File: src/rtl/masked_pattern_scanner_if.sv
// Config write port of masked_pattern_scanner: valid/ready handshake carrying
// a table select, an entry address and write data.
interface masked_pattern_scanner_if #(
  parameter int DW = 32,
  parameter int AW = 4
);
  logic          valid;
  logic          ready;
  logic [1:0]    sel;
  logic [AW-1:0] addr;
  logic [DW-1:0] data;

  modport master (output valid, sel, addr, data, input ready);
  modport slave  (input valid, sel, addr, data, output ready);
endinterface

File: src/rtl/masked_pattern_scanner.sv
// Captures the DATA beat at OFFSET after START and scans it against a mask/pattern
// table one entry per clock. Optional hit counter enabled by macro HIT_COUNT_EN.
module masked_pattern_scanner #(
  parameter int DW      = 32,
  parameter int ENTRIES = 16,
  parameter int TW      = 16,
  localparam int AW     = $clog2(ENTRIES)
) (
  input  logic                   clk,
  input  logic                   rst,
  input  logic                   start,
  input  logic                   data_valid,
  input  logic [DW-1:0]          data,
  masked_pattern_scanner_if.slave cfg,
  output logic                   busy,
  output logic                   done,
  output logic                   result,
  output logic [AW-1:0]          hit_idx,
  output logic [15:0]            hit_cnt
);

  typedef enum logic [1:0] {IDLE, ARMED, SCAN, FINISH} state_t;

  state_t             state, state_next;
  logic [TW-1:0]      tick;
  logic [TW-1:0]      offset;
  logic [DW-1:0]      cap;
  logic [AW-1:0]      idx;
  logic [DW-1:0]      mask_tab [ENTRIES];
  logic [DW-1:0]      pat_tab  [ENTRIES];
  logic [ENTRIES-1:0] en_tab;
  logic               capture;
  logic               entry_hit;
  logic               last_entry;
  logic               cfg_we;
  logic               addr_ok;

  assign capture    = (state == ARMED) && data_valid && (tick == offset);
  assign entry_hit  = en_tab[idx] && ((cap & mask_tab[idx]) == (pat_tab[idx] & mask_tab[idx]));
  assign last_entry = (idx == AW'(ENTRIES - 1));
  assign cfg_we     = cfg.valid && cfg.ready;
  assign addr_ok    = (int'(cfg.addr) < ENTRIES);

  always_ff @(posedge clk) begin
    if (rst) state <= IDLE;
    else     state <= state_next;
  end

  always_comb begin
    state_next = state;
    busy       = 1'b1;
    done       = 1'b0;
    cfg.ready  = 1'b0;
    case (state)
      IDLE: begin
        busy      = 1'b0;
        cfg.ready = 1'b1;
        if (start) state_next = ARMED;
      end
      ARMED:   if (capture) state_next = SCAN;
      SCAN:    if (entry_hit || last_entry) state_next = FINISH;
      FINISH: begin
        done       = 1'b1;
        state_next = IDLE;
      end
      default: state_next = IDLE;
    endcase
  end

  // Table is only writable in IDLE because ready is low elsewhere.
  always_ff @(posedge clk) begin
    if (rst) begin
      for (int i = 0; i < ENTRIES; i++) begin
        mask_tab[i] <= '0;
        pat_tab[i]  <= '0;
      end
      mask_tab[0] <= DW'(32'h3);
      pat_tab[0]  <= DW'(32'h6);
      en_tab      <= ENTRIES'(1);
      offset      <= TW'(4);
    end else if (cfg_we) begin
      case (cfg.sel)
        2'd0:    if (addr_ok) mask_tab[cfg.addr] <= cfg.data;
        2'd1:    if (addr_ok) pat_tab[cfg.addr]  <= cfg.data;
        2'd2:    if (addr_ok) en_tab[cfg.addr]   <= cfg.data[0];
        default: offset <= cfg.data[TW-1:0];
      endcase
    end
  end

  always_ff @(posedge clk) begin
    if (rst) begin
      tick    <= '0;
      cap     <= '0;
      idx     <= '0;
      result  <= 1'b0;
      hit_idx <= '0;
    end else begin
      case (state)
        IDLE: begin
          if (start) begin
            tick    <= '0;
            result  <= 1'b0;
            hit_idx <= '0;
          end
        end
        ARMED: begin
          if (capture) begin
            cap <= data;
            idx <= '0;
          end else if (data_valid && (tick != '1)) begin
            tick <= tick + 1'b1;
          end
        end
        SCAN: begin
          if (entry_hit) begin
            result  <= 1'b1;
            hit_idx <= idx;
          end else if (last_entry) begin
            result <= 1'b0;
          end else begin
            idx <= idx + 1'b1;
          end
        end
        default: ;
      endcase
    end
  end

`ifdef HIT_COUNT_EN
  always_ff @(posedge clk) begin
    if (rst)
      hit_cnt <= '0;
    else if ((state == FINISH) && result && (hit_cnt != 16'hFFFF))
      hit_cnt <= hit_cnt + 16'd1;
  end
`else
  assign hit_cnt = '0;
`endif

endmodule

File: src/flat_wrapper.sv
// flat-port wrapper written by rule: the top's interface ports become plain ports
module masked_pattern_scanner_flat 
#(
  parameter int DW      = 32,
  parameter int ENTRIES = 16,
  parameter int TW      = 16,
  localparam int AW     = $clog2(ENTRIES)
)
  (clk, rst, start, data_valid, data, busy, done, result, hit_idx, hit_cnt, cfg_valid, cfg_sel, cfg_addr, cfg_data, cfg_ready);
  masked_pattern_scanner_if #(.DW(DW), .AW(($clog2(ENTRIES)))) cfg_i ();
  input  logic clk;
  input  logic rst;
  input  logic start;
  input  logic data_valid;
  input  logic [DW-1:0] data;
  output logic busy;
  output logic done;
  output logic result;
  output logic [AW-1:0] hit_idx;
  output logic [15:0] hit_cnt;
  input wire logic [$bits(cfg_i.valid)-1:0] cfg_valid;
  input wire logic [$bits(cfg_i.sel)-1:0] cfg_sel;
  input wire logic [$bits(cfg_i.addr)-1:0] cfg_addr;
  input wire logic [$bits(cfg_i.data)-1:0] cfg_data;
  output wire logic [$bits(cfg_i.ready)-1:0] cfg_ready;
  assign cfg_i.valid = cfg_valid;
  assign cfg_i.sel = cfg_sel;
  assign cfg_i.addr = cfg_addr;
  assign cfg_i.data = cfg_data;
  assign cfg_ready = cfg_i.ready;
  masked_pattern_scanner #(.DW(DW), .ENTRIES(ENTRIES), .TW(TW)) u_core (.clk(clk), .rst(rst), .start(start), .data_valid(data_valid), .data(data), .cfg(cfg_i), .busy(busy), .done(done), .result(result), .hit_idx(hit_idx), .hit_cnt(hit_cnt));
endmodule
File: config.mk
export PLATFORM = sky130hd
export DESIGN_NAME = masked_pattern_scanner_flat
export DESIGN_NICKNAME = d
export VERILOG_FILES = /design/src/rtl/masked_pattern_scanner_if.sv /design/src/rtl/masked_pattern_scanner.sv /design/src/flat_wrapper.sv
export SDC_FILE = /design/constraint.sdc
export NUM_CORES = 2
export LEC_CHECK = 0
export ABC_AREA = 0
export BUFFER_PORTS_ARGS = -buffer_cell sky130_fd_sc_hd__clkbuf_2
export CAP_MARGIN = 20
export CORE_MARGIN = 4
export CORE_UTILIZATION = 60
export DETAILED_ROUTE_END_ITERATION = 7
export PLACE_DENSITY = 0.78
export SLEW_MARGIN = 20
export SYNTH_ARGS = -nofsm -noshare
export SYNTH_HDL_FRONTEND = slang
export SYNTH_SLANG_ARGS = --single-unit
File: constraint.sdc
create_clock -name clk -period 6.8 [get_ports clk]
set_clock_uncertainty 0.05 [all_clocks]
set_input_delay 1.36 -clock clk [delete_from_list [all_inputs] [get_ports clk]]
set_output_delay 1.36 -clock clk [all_outputs]
set_load 0.01 [all_outputs]
==> impl_results.md <==
- Flops & latches, synth: 1119
- Max incr delay on CP: 0.89 ns
- Yosys cell types: 83
- Post-synth EDFFs: 1024
- Worst setup SP type: flip-flop
- Number of max-cap violations: 0
- DR vias/cell: 6.415
- Count leader, synth: edfxtp_1
- Most used flip-flop cell after synthesis: edfxtp_1
- GRT Total Usage: 0.3141
- Post-CTS Resized: 0
- Worst-Margin Slew: 1.123 ns
- CTS clk-pin slew, worst paths: 0.06 ns
- Outcome: finished clean
- TNS Setup: 0 ns
- Crit path time final: 5.183 ns
- FILL cells: 5768
- First-pass DRT Iterations: 6
- First-pass GRT wire length: 209300 µm
- LEAKAGE: 0.02044 µW
- Mapped Area: 51990 µm²
- CP top delay family: compound AO/OA/AOI/OAI gates
- Overflow after GRT: 0
- # port buffers: 82
- Mapped Cells: 3789
- Starting Density: 0.6077
- Register area: 32660 µm²
- Core Box Area: 85550 µm²
- Fin. max-slew vios: 0
- Count of final setup violators: 0
- CTS Buf Count: 112
- Core Rows: 107
- 1st-iter DRT viols: 4241
- Hold_buf cts: 0
- Largest net degree at the start of global routing: 116
- Required time of the critical path: 7.37 ns
- Power Total: 15300 µW
- Slew headroom: 0.2483
- Worst Path Max Fanout: 39
- Final ANT Viol Nets: 0
- Flop-to-flop setup slack: 1.62 ns
- Ys Warns: 0
- Die width: 302.4 µm
- Dpl hpwl: 85000 µm
- Peak Freq: 193.0 MHz
- I/O pin count: 99
- Nets: 3825
- Async set-reset flop share out of synthesis: 0
- P&R area growth vs syn: 10.47%
- CP Class: reg2reg
- Hold crit path type: reg2reg
- Crit path arrival time: 5.75 ns
- CTS Root Cell: clkbuf_16
- Height of the die: 302.4 µm
- Share of cells above drive strength 1: 0.1660
- CP Buf/Inv Count: 1
- RSZ-0062 raised after global routing: no
- Combined area of the multi-input logic cells: 18080 µm²
- CP endpoint kind: flip-flop
- Antenna violations before repair: 6
- TritonCTS clock tree: yes
- R2R cell count: 10
- Final worst-path cycle share: 0.7621
- Total number of vias: 32026
- Share of the synthesized area in the top cell type: 0.5915
- Clock Path Buffers: 3
- Buffer count from post-CTS setup fixing: 0
- Critical path depth in cells: 10
- Crit path cell chain: buf_4, mux4_2, nand3_1, o21ai_1, a2111oi_1, nand4_1, nor4_1, o2111ai_2, a31oi_1, mux2i_1
- R2r endpoint: u_core.state[1]
- Peak VDD IR: 0.2144 mV
- Worst-path cell with the longest stage delay: dfxtp_4
- Average wire per standard cell: 28.55 µm
- Synth cell count leaders: edfxtp_1 (1024), and2_1 (1023), clkbuf_1 (245)
- Seq/Total Area, Yosys: 0.6280
- Avg Cell Area, Syn: 13.72 µm²
- Routed Wire Length: 142500 µm
- Die ar.: 91420 µm²
- Post-route DRC violation count: 0
- Termination of the worst setup path: u_core.state[1]
- Sink Count: 1119
- Area leader, netlist: edfxtp_1
- Final count of hold timing violations: 0
- Power density over the cells: 266.4 nW/µm²
- Skew-Pair Late Insertion Delay: 0.69 ns
- Vias in the first global route: 31607
- GP Congestion: 0.8856
- Synth area leaders: edfxtp_1 (59%), and2_1 (12%), mux4_2 (8.1%)
- Clock H-tree levels: 3
==> worst min-delay path by stage <==
stage / from / endpoint / cells after the start
after CTS: u_core.hit_idx[0] / u_core.hit_idx[0] / 2
after global routing: u_core.hit_idx[0] / u_core.hit_idx[0] / 2
after floorplan: u_core.offset[15] / u_core.offset[15] / 2
after detailed placement: u_core.hit_idx[2] / u_core.hit_idx[2] / 2
after global placement: u_core.hit_idx[1] / u_core.hit_idx[1] / 2
final: u_core.hit_idx[1] / u_core.hit_idx[1] / 2
==> per-layer routing <==
layer / up-vias / wire length, µm / GRT usage
li1: 13565 / - / -
met1: 16042 / 52840 / 0.4342
met2: 2082 / 67020 / 0.4961
met3: 335 / 17480 / 0.07062
met4: 2 / 5193 / 0.1161
met5: - / 13 / 0
==> state kept, by name, summed over array words and instances, names as in the netlist, named ones only <==
signal,flops
u_core.result,1
u_core.offset,16
u_core.en_tab,16
u_core.tick,16
u_core.cap,32
u_core.pat_tab,512
u_core.mask_tab,512
u_core.state,2
u_core.idx,4
u_core.hit_idx,4
==> metrics by stage <==
step / cells / area (µm²) / worst slack, ns / utilization / hold slack, ns
after floorplan: 3804 / 52040 / 1.959 / - / 0.3978
after global placement: 4769 / 53460 / 1.761 / 0.6249 / 0.3856
after detailed placement: 4774 / 53610 / 1.746 / 0.6266 / 0.3934
after CTS: 4987 / 57420 / 1.720 / 0.6712 / 0.4033
after global routing: 4990 / 57430 / 1.438 / 0.6713 / 0.4248
final: 4992 / 57430 / 1.617 / 0.6713 / 0.4029
==> cells in the final DEF, fill, tap and decap left out, drive strengths merged, types with 7 or more instances in the layout <==
| master | instances |
|---|---|
| edfxtp | 1024 |
| and2 | 1023 |
| clkbuf | 216 |
| mux4 | 189 |
| nand2 | 150 |
| nor2 | 133 |
| mux2i | 129 |
| dfxtp | 95 |
| buf | 92 |
| o21ai | 92 |
| nand3 | 60 |
| xor2 | 59 |
| clkinv | 59 |
| inv | 53 |
| a21oi | 49 |
| xnor2 | 44 |
| nand2b | 33 |
| o22ai | 28 |
| and3 | 27 |
| a31oi | 22 |
| o221ai | 22 |
| nor2b | 17 |
| conb | 16 |
| nand4 | 15 |
| nor3b | 13 |
| bufinv | 13 |
| a311oi | 11 |
| mux2 | 10 |
| nor3 | 10 |
| nor4 | 10 |
| a211oi | 8 |
| a32oi | 7 |
| nand3b | 7 |
==> report_power, final <==
group | total, µW | switching (µW) | internal (µW)
Combinational | 1070 | 706 | 361
Sequential | 7840 | 116 | 7720
Clock | 6390 | 2670 | 3720
Total | 15300 | 3490 | 11800
==> layout make-up <==
| cell class | count | share of cell area |
|---|---|---|
| clock buffers | 135 | 0.05379 |
| flip-flops and latches | 1119 | 0.5687 |
| repair buffers | 173 | 0.02148 |
| clock inverters | 78 | 0.01257 |
| inverters | 52 | 0.003420 |
| well taps | 1144 | 0.02492 |
| diodes | 5 | 0.0002179 |
| multi-input cells | 2286 | 0.3149 |
==> worst register-to-register path, stage by stage (launching register included) <==
cell,delay [ns]
dfxtp_4,0.89
buf_4,0.59
mux4_2,0.62
nand3_1,0.11
o21ai_1,0.07
a2111oi_1,0.46
nand4_1,0.14
nor4_1,0.88
o2111ai_2,0.60
a31oi_1,0.47
mux2i_1,0.22
==> cell families after synthesis <==
family                     count (synthesis)  share of synthesized area
and+or+nand+nor                         1520                     0.1690
DFF                                     1119                     0.6280
buffers and inverters                    399                    0.03432
muxes                                    328                     0.1090
AOI/OAI and AO/OA                        313                    0.04082
xor gates and xnor gates                 103                    0.01735
adders and majority gates                  6                   0.001444
other                                      1                 0.00007213
(Power assumes the default switching activity.)
